<file path="src/rtl/if_stage_pkg.sv">
// if_stage_pkg: shared controller codes, fetch FSM states and pipeline constants
package if_stage_pkg;
   typedef enum logic [1:0] {
      CTRL_STATE_Default = 2'b00,
      CTRL_STATE_Bubble  = 2'b01,
      CTRL_STATE_Stalled = 2'b10
   } ctrl_e;
   typedef enum logic [1:0] {IF_IDLE, IF_FETCH, IF_HOLD, IF_DRAIN} if_state_e;
   localparam logic [31:0] NOP = 32'h0000_0013;
   localparam logic [63:0] INVALID_PC = 64'h0;
endpackage

</file>
<file path="src/rtl/if_stage_if.sv">
// if_stage_if: single-outstanding instruction-memory request/valid bus
interface if_stage_if #(
   parameter int ADDR_W = 64,
   parameter int INST_W = 32
);
   logic              req;
   logic [ADDR_W-1:0] addr;
   logic              valid;
   logic [INST_W-1:0] rdata;
   modport master (output req, addr, input valid, rdata);
   modport slave (input req, addr, output valid, rdata);
endinterface

</file>
<file path="src/rtl/if_pc_gen.sv">
// if_pc_gen: next fetch PC, redirect over sequential advance over hold
module if_pc_gen #(
   parameter int ADDR_W = 64
) (
   input  logic [ADDR_W-1:0] pc,
   input  logic              redirect,
   input  logic [ADDR_W-1:0] redirect_pc,
   input  logic              advance,
   output logic [ADDR_W-1:0] next_pc
);
   always_comb next_pc = redirect ? redirect_pc & ~ADDR_W'(3) : advance ? pc + ADDR_W'(4) : pc;
endmodule

</file>
<file path="src/rtl/if_stage.sv">
// if_stage: fetch PC owner, single-outstanding imem fetch, presents {pc, inst} to IF/ID
module if_stage
   import if_stage_pkg::*;
#(
   parameter int              ADDR_W   = 64,
   parameter int              INST_W   = 32,
   parameter logic [ADDR_W-1:0] RESET_PC = 64'h8000_0000
) (
   input  logic              clk,
   input  logic              rst,
   input  logic [1:0]        ctrl_signal_i,
   input  logic              redirect_i,
   input  logic [ADDR_W-1:0] redirect_pc_i,
   if_stage_if.master        imem,
   output logic              stall_req_o,
   output logic [ADDR_W-1:0] pc_o,
   output logic [INST_W-1:0] if_inst_o
);
   if_state_e         state, state_nx;
   logic [ADDR_W-1:0] pc, pc_nx, drain_addr, drain_addr_nx;
   logic [INST_W-1:0] held, held_nx, word;
   logic              busy, avail, consume;

   if_pc_gen #(.ADDR_W(ADDR_W)) u_pc_gen (
      .pc(pc),
      .redirect(redirect_i),
      .redirect_pc(redirect_pc_i),
      .advance(consume),
      .next_pc(pc_nx)
   );

   assign busy = state == IF_FETCH || state == IF_DRAIN;
   assign avail = (state == IF_FETCH && imem.valid) || state == IF_HOLD;
   assign word = state == IF_HOLD ? held : imem.rdata;
   assign consume = avail && ctrl_signal_i == CTRL_STATE_Default && !redirect_i;

   // DRAIN keeps presenting the abandoned address until its word returns
   assign imem.req = busy;
   assign imem.addr = state == IF_DRAIN ? drain_addr : pc;
   assign stall_req_o = !avail;
   assign pc_o = avail ? pc : ADDR_W'(INVALID_PC);
   assign if_inst_o = avail ? word : INST_W'(NOP);

   always_comb begin
      state_nx = state;
      held_nx = held;
      drain_addr_nx = drain_addr;
      if (redirect_i) begin
         state_nx = busy && !imem.valid ? IF_DRAIN : IF_FETCH;
         held_nx = INST_W'(NOP);
         drain_addr_nx = imem.addr;
      end else begin
         state_nx = state == IF_IDLE ? IF_FETCH :
                    state == IF_DRAIN ? (imem.valid ? IF_FETCH : IF_DRAIN) :
                    consume ? IF_FETCH : avail ? IF_HOLD : state;
         held_nx = state == IF_FETCH && avail && !consume ? imem.rdata : held;
      end
   end

   always_ff @(posedge clk or posedge rst) begin
      if (rst) begin
         state <= IF_IDLE;
         pc <= RESET_PC;
         held <= INST_W'(NOP);
         drain_addr <= RESET_PC;
      end else begin
         state <= state_nx;
         pc <= pc_nx;
         held <= held_nx;
         drain_addr <= drain_addr_nx;
      end
   end
endmodule
</file>
<file path="src/flat_wrapper.sv">
// flat-port wrapper written by rule: the top's interface ports become plain ports
module if_stage_flat import if_stage_pkg::*;
#(
   parameter int              ADDR_W   = 64,
   parameter int              INST_W   = 32,
   parameter logic [ADDR_W-1:0] RESET_PC = 64'h8000_0000
)
  (clk, rst, ctrl_signal_i, redirect_i, redirect_pc_i, stall_req_o, pc_o, if_inst_o, imem_req, imem_addr, imem_valid, imem_rdata);
  if_stage_if #(.ADDR_W(ADDR_W), .INST_W(INST_W)) imem_i ();
  input  logic clk;
  input  logic rst;
  input  logic [1:0] ctrl_signal_i;
  input  logic redirect_i;
  input  logic [ADDR_W-1:0] redirect_pc_i;
  output logic stall_req_o;
  output logic [ADDR_W-1:0] pc_o;
  output logic [INST_W-1:0] if_inst_o;
  output wire logic [$bits(imem_i.req)-1:0] imem_req;
  output wire logic [$bits(imem_i.addr)-1:0] imem_addr;
  input wire logic [$bits(imem_i.valid)-1:0] imem_valid;
  input wire logic [$bits(imem_i.rdata)-1:0] imem_rdata;
  assign imem_req = imem_i.req;
  assign imem_addr = imem_i.addr;
  assign imem_i.valid = imem_valid;
  assign imem_i.rdata = imem_rdata;
  if_stage #(.ADDR_W(ADDR_W), .INST_W(INST_W), .RESET_PC(RESET_PC)) u_core (.clk(clk), .rst(rst), .ctrl_signal_i(ctrl_signal_i), .redirect_i(redirect_i), .redirect_pc_i(redirect_pc_i), .imem(imem_i), .stall_req_o(stall_req_o), .pc_o(pc_o), .if_inst_o(if_inst_o));
endmodule
</file>
<file path="config.mk">
export PLATFORM = sky130hd
export DESIGN_NAME = if_stage_flat
export DESIGN_NICKNAME = d
export VERILOG_FILES = /design/src/rtl/if_stage_pkg.sv /design/src/rtl/if_stage_if.sv /design/src/rtl/if_pc_gen.sv /design/src/rtl/if_stage.sv /design/src/flat_wrapper.sv
export SDC_FILE = /design/constraint.sdc
export NUM_CORES = 1
export LEC_CHECK = 0
export CAP_MARGIN = 30
export CELL_PAD_IN_SITES_DETAIL_PLACEMENT = 0
export CELL_PAD_IN_SITES_GLOBAL_PLACEMENT = 2
export CORE_MARGIN = 1
export CORE_UTILIZATION = 30
export DETAILED_ROUTE_END_ITERATION = 10
export PLACE_DENSITY_LB_ADDON = 0.15
export SLEW_MARGIN = 25
export SYNTH_ARGS = -nofsm -noshare
export SYNTH_HDL_FRONTEND = slang
export SYNTH_HIERARCHICAL = 1
export SYNTH_SLANG_ARGS = --single-unit
</file>
<file path="constraint.sdc">
create_clock -name clk -period 6.19 [get_ports clk]
set_input_delay 0.9285 -clock clk [delete_from_list [all_inputs] [get_ports clk]]
set_output_delay 0.9285 -clock clk [all_outputs]
set_load 0.05 [all_outputs]
</file>
==> flow_summary.json, run 1 <==
{
  "io_pins": 264,
  "antenna_found_initial": 0,
  "first_global_vias": 7266,
  "drtIter0Drc": 346,
  "cp.arrival_ns": 4.65,
  "synthMostInstantiatedCell": "dfrtp_1",
  "cts.reportedPaths.clkPinSlew_ns": 0.07,
  "dp_cells": 1439,
  "synth_seq_cells": 162,
  "gp_congestion": 0.726,
  "dieWidth_um": 176,
  "drtAntennaViolNets": 0,
  "end_kind": "register",
  "rows": 63,
  "cts_tree": "built",
  "drv_slew": 0,
  "dieArea_mm2": 0.0311,
  "slew_headroom_pct": 41.9,
  "synth_top_family_by_area": "multiplexers",
  "synth_ff_type": "dfrtp_1",
  "synth_fa_ha_area_share_pct": 0.137,
  "synthSimpleGateAreaFrac_pct": 17.2,
  "p_leak_nw": 4.99,
  "port_buffers": 261,
  "path_class": "input pin to register",
  "async_flop_share_pct": 100,
  "synthXorXnorAreaFrac_pct": 3.36,
  "grt_use_total_pct": 17.7,
  "cts_made_buffers": 17,
  "fin_setup_tns_ns": 0,
  "syn_inst": 837,
  "fmax_ghz": 0.232,
  "cts_sinks": 162,
  "synthTopCellsByCount": "dfrtp_1, and2_1, mux2_2",
  "drc": 0,
  "synth_edf_count": 0,
  "instances_no_fill": 1471,
  "dp_hpwl_um": 17800,
  "viasPerCell": 4.94,
  "synth.area.top_cells": "dfrtp_1, mux2_4, mux2_2",
  "cp.required_ns": 6.53,
  "p_per_area_mw_per_mm2": 304,
  "clockBufferDepth": 2,
  "fin_crit_sh_pct": 69.7,
  "clock_skew_ns": 0.0185,
  "hold_violations": 0,
  "area_growth_pct": 38.2,
  "overflow": 0,
  "layout-drive-gt1-share_pct": 17.8,
  "period_needed_ns": 4.31,
  "drv_cap": 0,
  "post_synth_num_cell_types": 43,
  "hold_class": "register to register",
  "ctsHoldBuffers": 0,
  "finalSetupViolations": 0,
  "nets": 1171,
  "coreArea_mm2": 0.0298,
  "status": "finished, final reports clean",
  "seq_area_frac_synth_pct": 44.5,
  "synth_compound_area_share_pct": 12.2,
  "avgSynthCellArea_um2": 10.9,
  "num_vias": 7273,
  "grt_setup_unrepaired": "false",
  "crit_path_start_kind": "input pin",
  "diodes": 0,
  "dr.pass1.iters": 5,
  "clkLatencyLatePin_ns": 0.43,
  "synth_top_area_share_pct": 43.1,
  "synth_top_area_cell": "dfrtp_1",
  "wire_per_inst_um": 18.5,
  "clockRootBuffer": "clkbuf_16",
  "postCtsSetupBuffers": 0,
  "cts_resized": 0,
  "syn-cell-area_mm2": 0.00912,
  "routed_wl_um": 27200,
  "ys_warn_count": 6,
  "syn_nets": 940,
  "fillers": 2950,
  "path_max_fanout": 17,
  "ir_drop_mv": 0.140,
  "grt_max_degree": 87,
  "start_util_pct": 30.6,
  "worstMarginPinSlew_ns": 0.871,
  "grt_pass1_wl_um": 42800,
  "htreeDepth": 4,
  "dieHeight_um": 176,
  "synth_mux_area_share_pct": 18.4
}
[cell type report]
cell class / count / area, µm² / area share, %
tap: 390 / 488 / 3.87
clock buffer: 18 / 439 / 3.48
multi-input combinational: 602 / 4690 / 37.2
sequential: 162 / 4060 / 32.2
timing repair buffer: 275 / 2730 / 21.7
inverter: 10 / 42.5 / 0.338
clock inverter: 14 / 148 / 1.17
[metal layers]
layer / part of all wire [%] / GRT usage [%] / vias to the layer above
li1: - / - / 3533
met4: 1.3 / 4.81 / 0
met1: 48 / 24.3 / 3552
met5: 0 / 0 / -
met3: 5.1 / 4.11 / 15
met2: 45 / 27.7 / 173
[logic make-up after synthesis]
logic type                 Yosys count
buffers and inverters               73
DFF                                162
xor gates and xnor gates            35
muxes                              129
AOI/OAI and AO/OA                  156
adders and majority gates            1
and+or+nand+nor                    281
[through the flow]
step / power [mW] / area, µm² / setup WS [ns] / hold WS, ns / util, %
4_1_cts: 3.89 / 12600 / 1.84 / 0.509 / 42.3
3_5_place_dp: 2.78 / 12000 / 1.48 / 0.492 / 40.3
5_1_grt: 4.02 / 12600 / 1.65 / 0.521 / 42.3
6_report: 3.83 / 12600 / 1.88 / 0.507 / 42.3
2_1_floorplan: 2.33 / 9120 / 0.893 / 0.474 / -
3_3_place_gp: 2.78 / 12000 / 1.49 / 0.485 / 40.2
[sequential cells by signal, indices dropped and copies added, names as in the netlist]
register and count:
u_core/pc 64, u_core/state 2, u_core/held 32, u_core/drain_addr 64
[worst max-delay path: stages]
cell and delay (ns):
clkdlybuf4s50_1 0.50, nand3b_1 0.22, nand2_2 0.13, inv_1 0.09
nor3_1 0.18, buf_4 0.19, nand4_1 0.17, or4_1 0.66
or4_1 0.82, or4_1 0.58, a31oi_1 0.17
[layout by cell type, fill, tap and decap left out, types with 13 or more instances in the layout]
master	instances
nand3_1	22
nand4_1	17
nand2_1	55
xnor2_1	27
nor2_1	29
buf_4	13
o21ai_0	44
a22o_1	58
or4_1	24
mux2_4	60
a31oi_1	26
mux2_2	68
dfrtp_1	157
o31ai_1	17
and2_1	69
clkbuf_16	17
clkdlybuf4s50_1	260
[where the power goes]
group          leakage [nW]  switching [mW]  internal (mW)  total (mW)
Sequential             1.96           0.133           1.21        1.34
Combinational          2.74           0.814          0.596        1.41
Clock                 0.288           0.502          0.580        1.08
Total                  4.99            1.45           2.39        3.83
[worst paths after layout]
kind                                                          end                              start  slack, ns  depth (start not counted)
worst min-delay path            u_core/drain_addr[60]$_DFFE_PP0P_  u_core/drain_addr[60]$_DFFE_PP0P_       0.51                          1
worst max register to register            u_core/pc[55]$_DFF_PP0_        u_core/state[1]$_DFFE_PP0P_       2.35                         10
worst max-delay path                      u_core/pc[55]$_DFF_PP0_                         imem_valid       1.88                         11
worst min register to register  u_core/drain_addr[60]$_DFFE_PP0P_  u_core/drain_addr[60]$_DFFE_PP0P_       0.51                          1
min in group asynchronous       u_core/drain_addr[13]$_DFFE_PP0P_                                rst       1.04                          2
max in group asynchronous                 u_core/pc[55]$_DFF_PP0_                                rst       3.98                          3
No activity file was read; power rests on OpenSTA's default activity.
==> run 2: changes to the inputs <==
--- a/config.mk
+++ b/config.mk
@@ -9,7 +9,7 @@
 export CELL_PAD_IN_SITES_DETAIL_PLACEMENT = 0
 export CELL_PAD_IN_SITES_GLOBAL_PLACEMENT = 2
 export CORE_MARGIN = 1
-export CORE_UTILIZATION = 30
+export CORE_UTILIZATION = 27
 export DETAILED_ROUTE_END_ITERATION = 10
 export PLACE_DENSITY_LB_ADDON = 0.15
 export SLEW_MARGIN = 25
==> constraint.sdc (replaced) <==
create_clock -name clk -period 3.8 [get_ports clk]
set_input_delay 0.57 -clock clk [delete_from_list [all_inputs] [get_ports clk]]
set_output_delay 0.57 -clock clk [all_outputs]
set_load 0.05 [all_outputs]
==> flow_summary.json, run 2 (synthesis results as in run 1) <==
{
  "cts_made_buffers": 17,
  "grt_max_degree": 85,
  "clockBufferDepth": 2,
  "dieArea_mm2": 0.0345,
  "r2r-start": "u_core/state[0]$_DFFE_PP0P_",
  "crit_path_start_kind": "input pin",
  "path_max_fanout": 64,
  "path_class": "input pin to output pin",
  "io_pins": 264,
  "drc": 0,
  "p_seq_share_pct": 35.2,
  "diodes": 0,
  "power.share.switching_pct": 37.1,
  "min_to": "u_core/drain_addr[56]$_DFFE_PP0P_",
  "cp.arrival_ns": 2.83,
  "layout_common_cells": "clkdlybuf4s50_1, dfrtp_1, buf_4",
  "antenna_found_initial": 3,
  "cpMaxStageDelayCell": "clkdlybuf4s50_1",
  "layout-drive-gt1-share_pct": 25.7,
  "grt_pass1_wl_um": 43200,
  "hold_path_startpoint": "u_core/drain_addr[56]$_DFFE_PP0P_",
  "path_cells": "clkdlybuf4s50_1 -> nand3b_1 -> nand2_2 -> buf_4 -> and2_1 -> clkdlybuf4s50_1",
  "dieWidth_um": 186,
  "hold_class": "register to register",
  "grt_use_total_pct": 16.4,
  "regToRegSetupSlack_ns": 0.57,
  "drv_cap": 0,
  "start_util_pct": 27.8,
  "coreArea_mm2": 0.0329,
  "worst_path_most_repeated_cell": "clkdlybuf4s50_1",
  "clkLatencyLatePin_ns": 0.43,
  "drtAntennaViolNets": 0,
  "htreeDepth": 4,
  "end_kind": "output pin",
  "status": "finished, final reports clean",
  "dp_hpwl_um": 19000,
  "clkPwrFrac_pct": 27.9,
  "cts_sinks": 162,
  "p_per_area_mw_per_mm2": 491,
  "slew_headroom_pct": 41.5,
  "internal_power_mw": 3.91,
  "dieHeight_um": 186,
  "gp_congestion": 0.760,
  "min_path_cells": 1,
  "nets": 1189,
  "fin_setup_tns_ns": 0,
  "finalSetupViolations": 0,
  "overflow": 0,
  "routed_wl_um": 28000,
  "final_common_cell": "clkdlybuf4s50_1",
  "pwr-share-comb_pct": 36.9,
  "fmax_ghz": 0.294,
  "period_needed_ns": 3.40,
  "wire_per_inst_um": 18.2,
  "place_ws_ns": 0.0769,
  "critPathTopFamily": "buffers and inverters",
  "fin_crit_sh_pct": 89.5,
  "port_buffers": 261,
  "r2r_end": "u_core/pc[42]$_DFF_PP0_",
  "drv_slew": 0,
  "rows": 66,
  "worstMarginPinSlew_ns": 0.877,
  "cp_num_buf_inv": 3,
  "num_vias": 7286,
  "critical_path.max_stage_delay_ns": 0.81,
  "area_growth_pct": 38.7,
  "dr.pass1.iters": 4,
  "reg2reg_depth": 10,
  "grt_setup_unrepaired": "false",
  "drtIter0Drc": 358,
  "cts_resized": 0,
  "viasPerCell": 4.73,
  "p_leak_nw": 5.21,
  "first_global_vias": 7254,
  "setup_slack_ns": 0.400,
  "cts.reportedPaths.clkPinSlew_ns": 0.06,
  "ir_drop_mv": 0.324,
  "power.switching_mw": 2.31,
  "ctsHoldBuffers": 0,
  "hold_violations": 0,
  "clockRootBuffer": "clkbuf_16",
  "top_regs": "u_core/drain_addr (64), u_core/pc (64), u_core/held (32)",
  "cts_tree": "built",
  "postCtsSetupBuffers": 0,
  "cp.required_ns": 3.23,
  "clock_skew_ns": 0.0103
}
run 2: changes by cell type in the layout (fill, tap and decap cells not counted), moves of 2 or more:
cell | previous run | this run
buf_4 | 13 | 102
inv_8 | 2 | 0
clkdlybuf4s50_1 | 260 | 186
clkbuf_8 | 1 | 4
inv_6 | 5 | 1
clkinv_4 | 3 | 6
buf_12 | 0 | 4
run 2: per-stage QoR:
| stage | total power [mW] | cell area, µm² | hold WS, ns | utilization [%] | std cells |
|---|---|---|---|---|---|
| floorplan | 3.79 | 9130 | 0.474 | - | 837 |
| global placement | 4.54 | 12100 | 0.485 | 36.7 | 1509 |
| detailed placement | 4.53 | 12100 | 0.492 | 36.7 | 1509 |
| CTS | 6.31 | 12700 | 0.507 | 38.5 | 1541 |
| global route | 6.52 | 12700 | 0.521 | 38.5 | 1541 |
| finish | 6.22 | 12700 | 0.504 | 38.5 | 1541 |
run 2: cell type report:
cell class | count | area, µm²
multi-input cells | 602 | 4700
clock inverters | 10 | 101
inverters | 10 | 41.3
repair buffers | 293 | 2710
flip-flops and latches | 162 | 4060
fillers | 3377 | 20200
well taps | 442 | 553
clock buffers | 22 | 484
run 2: how the worst max path moves through the flow:
stage	startpoint	end	slack (ns)	depth (start not counted)
floorplan	imem_valid	u_core/pc[51]$_DFF_PP0_	0.48	12
global placement	ctrl_signal_i[1]	u_core/pc[38]$_DFF_PP0_	0.08	9
detailed placement	ctrl_signal_i[1]	u_core/pc[40]$_DFF_PP0_	0.08	9
CTS	u_core/state[0]$_DFFE_PP0P_	pc_o[37]	0.34	5
global route	u_core/state[0]$_DFFE_PP0P_	pc_o[37]	0.21	5
finish	imem_valid	pc_o[37]	0.40	6
run 2: routing by layer:
layer | track usage, % | vias up | wire length [µm]
met5 | 0 | - | 37
met3 | 4.95 | 19 | 1870
met2 | 25.3 | 167 | 12600
met1 | 22.2 | 3525 | 13200
li1 | - | 3569 | -
met4 | 3.87 | 6 | 268
run 2: power groups by stage:
stage               clock (mW)  combinational [mW]  sequential (mW)
detailed placement           0                2.32             2.22
finish                    1.73                2.30             2.19
global placement             0                2.32             2.22
CTS                       1.80                2.33             2.19
floorplan                    0                1.65             2.14
global route              1.87                2.42             2.23
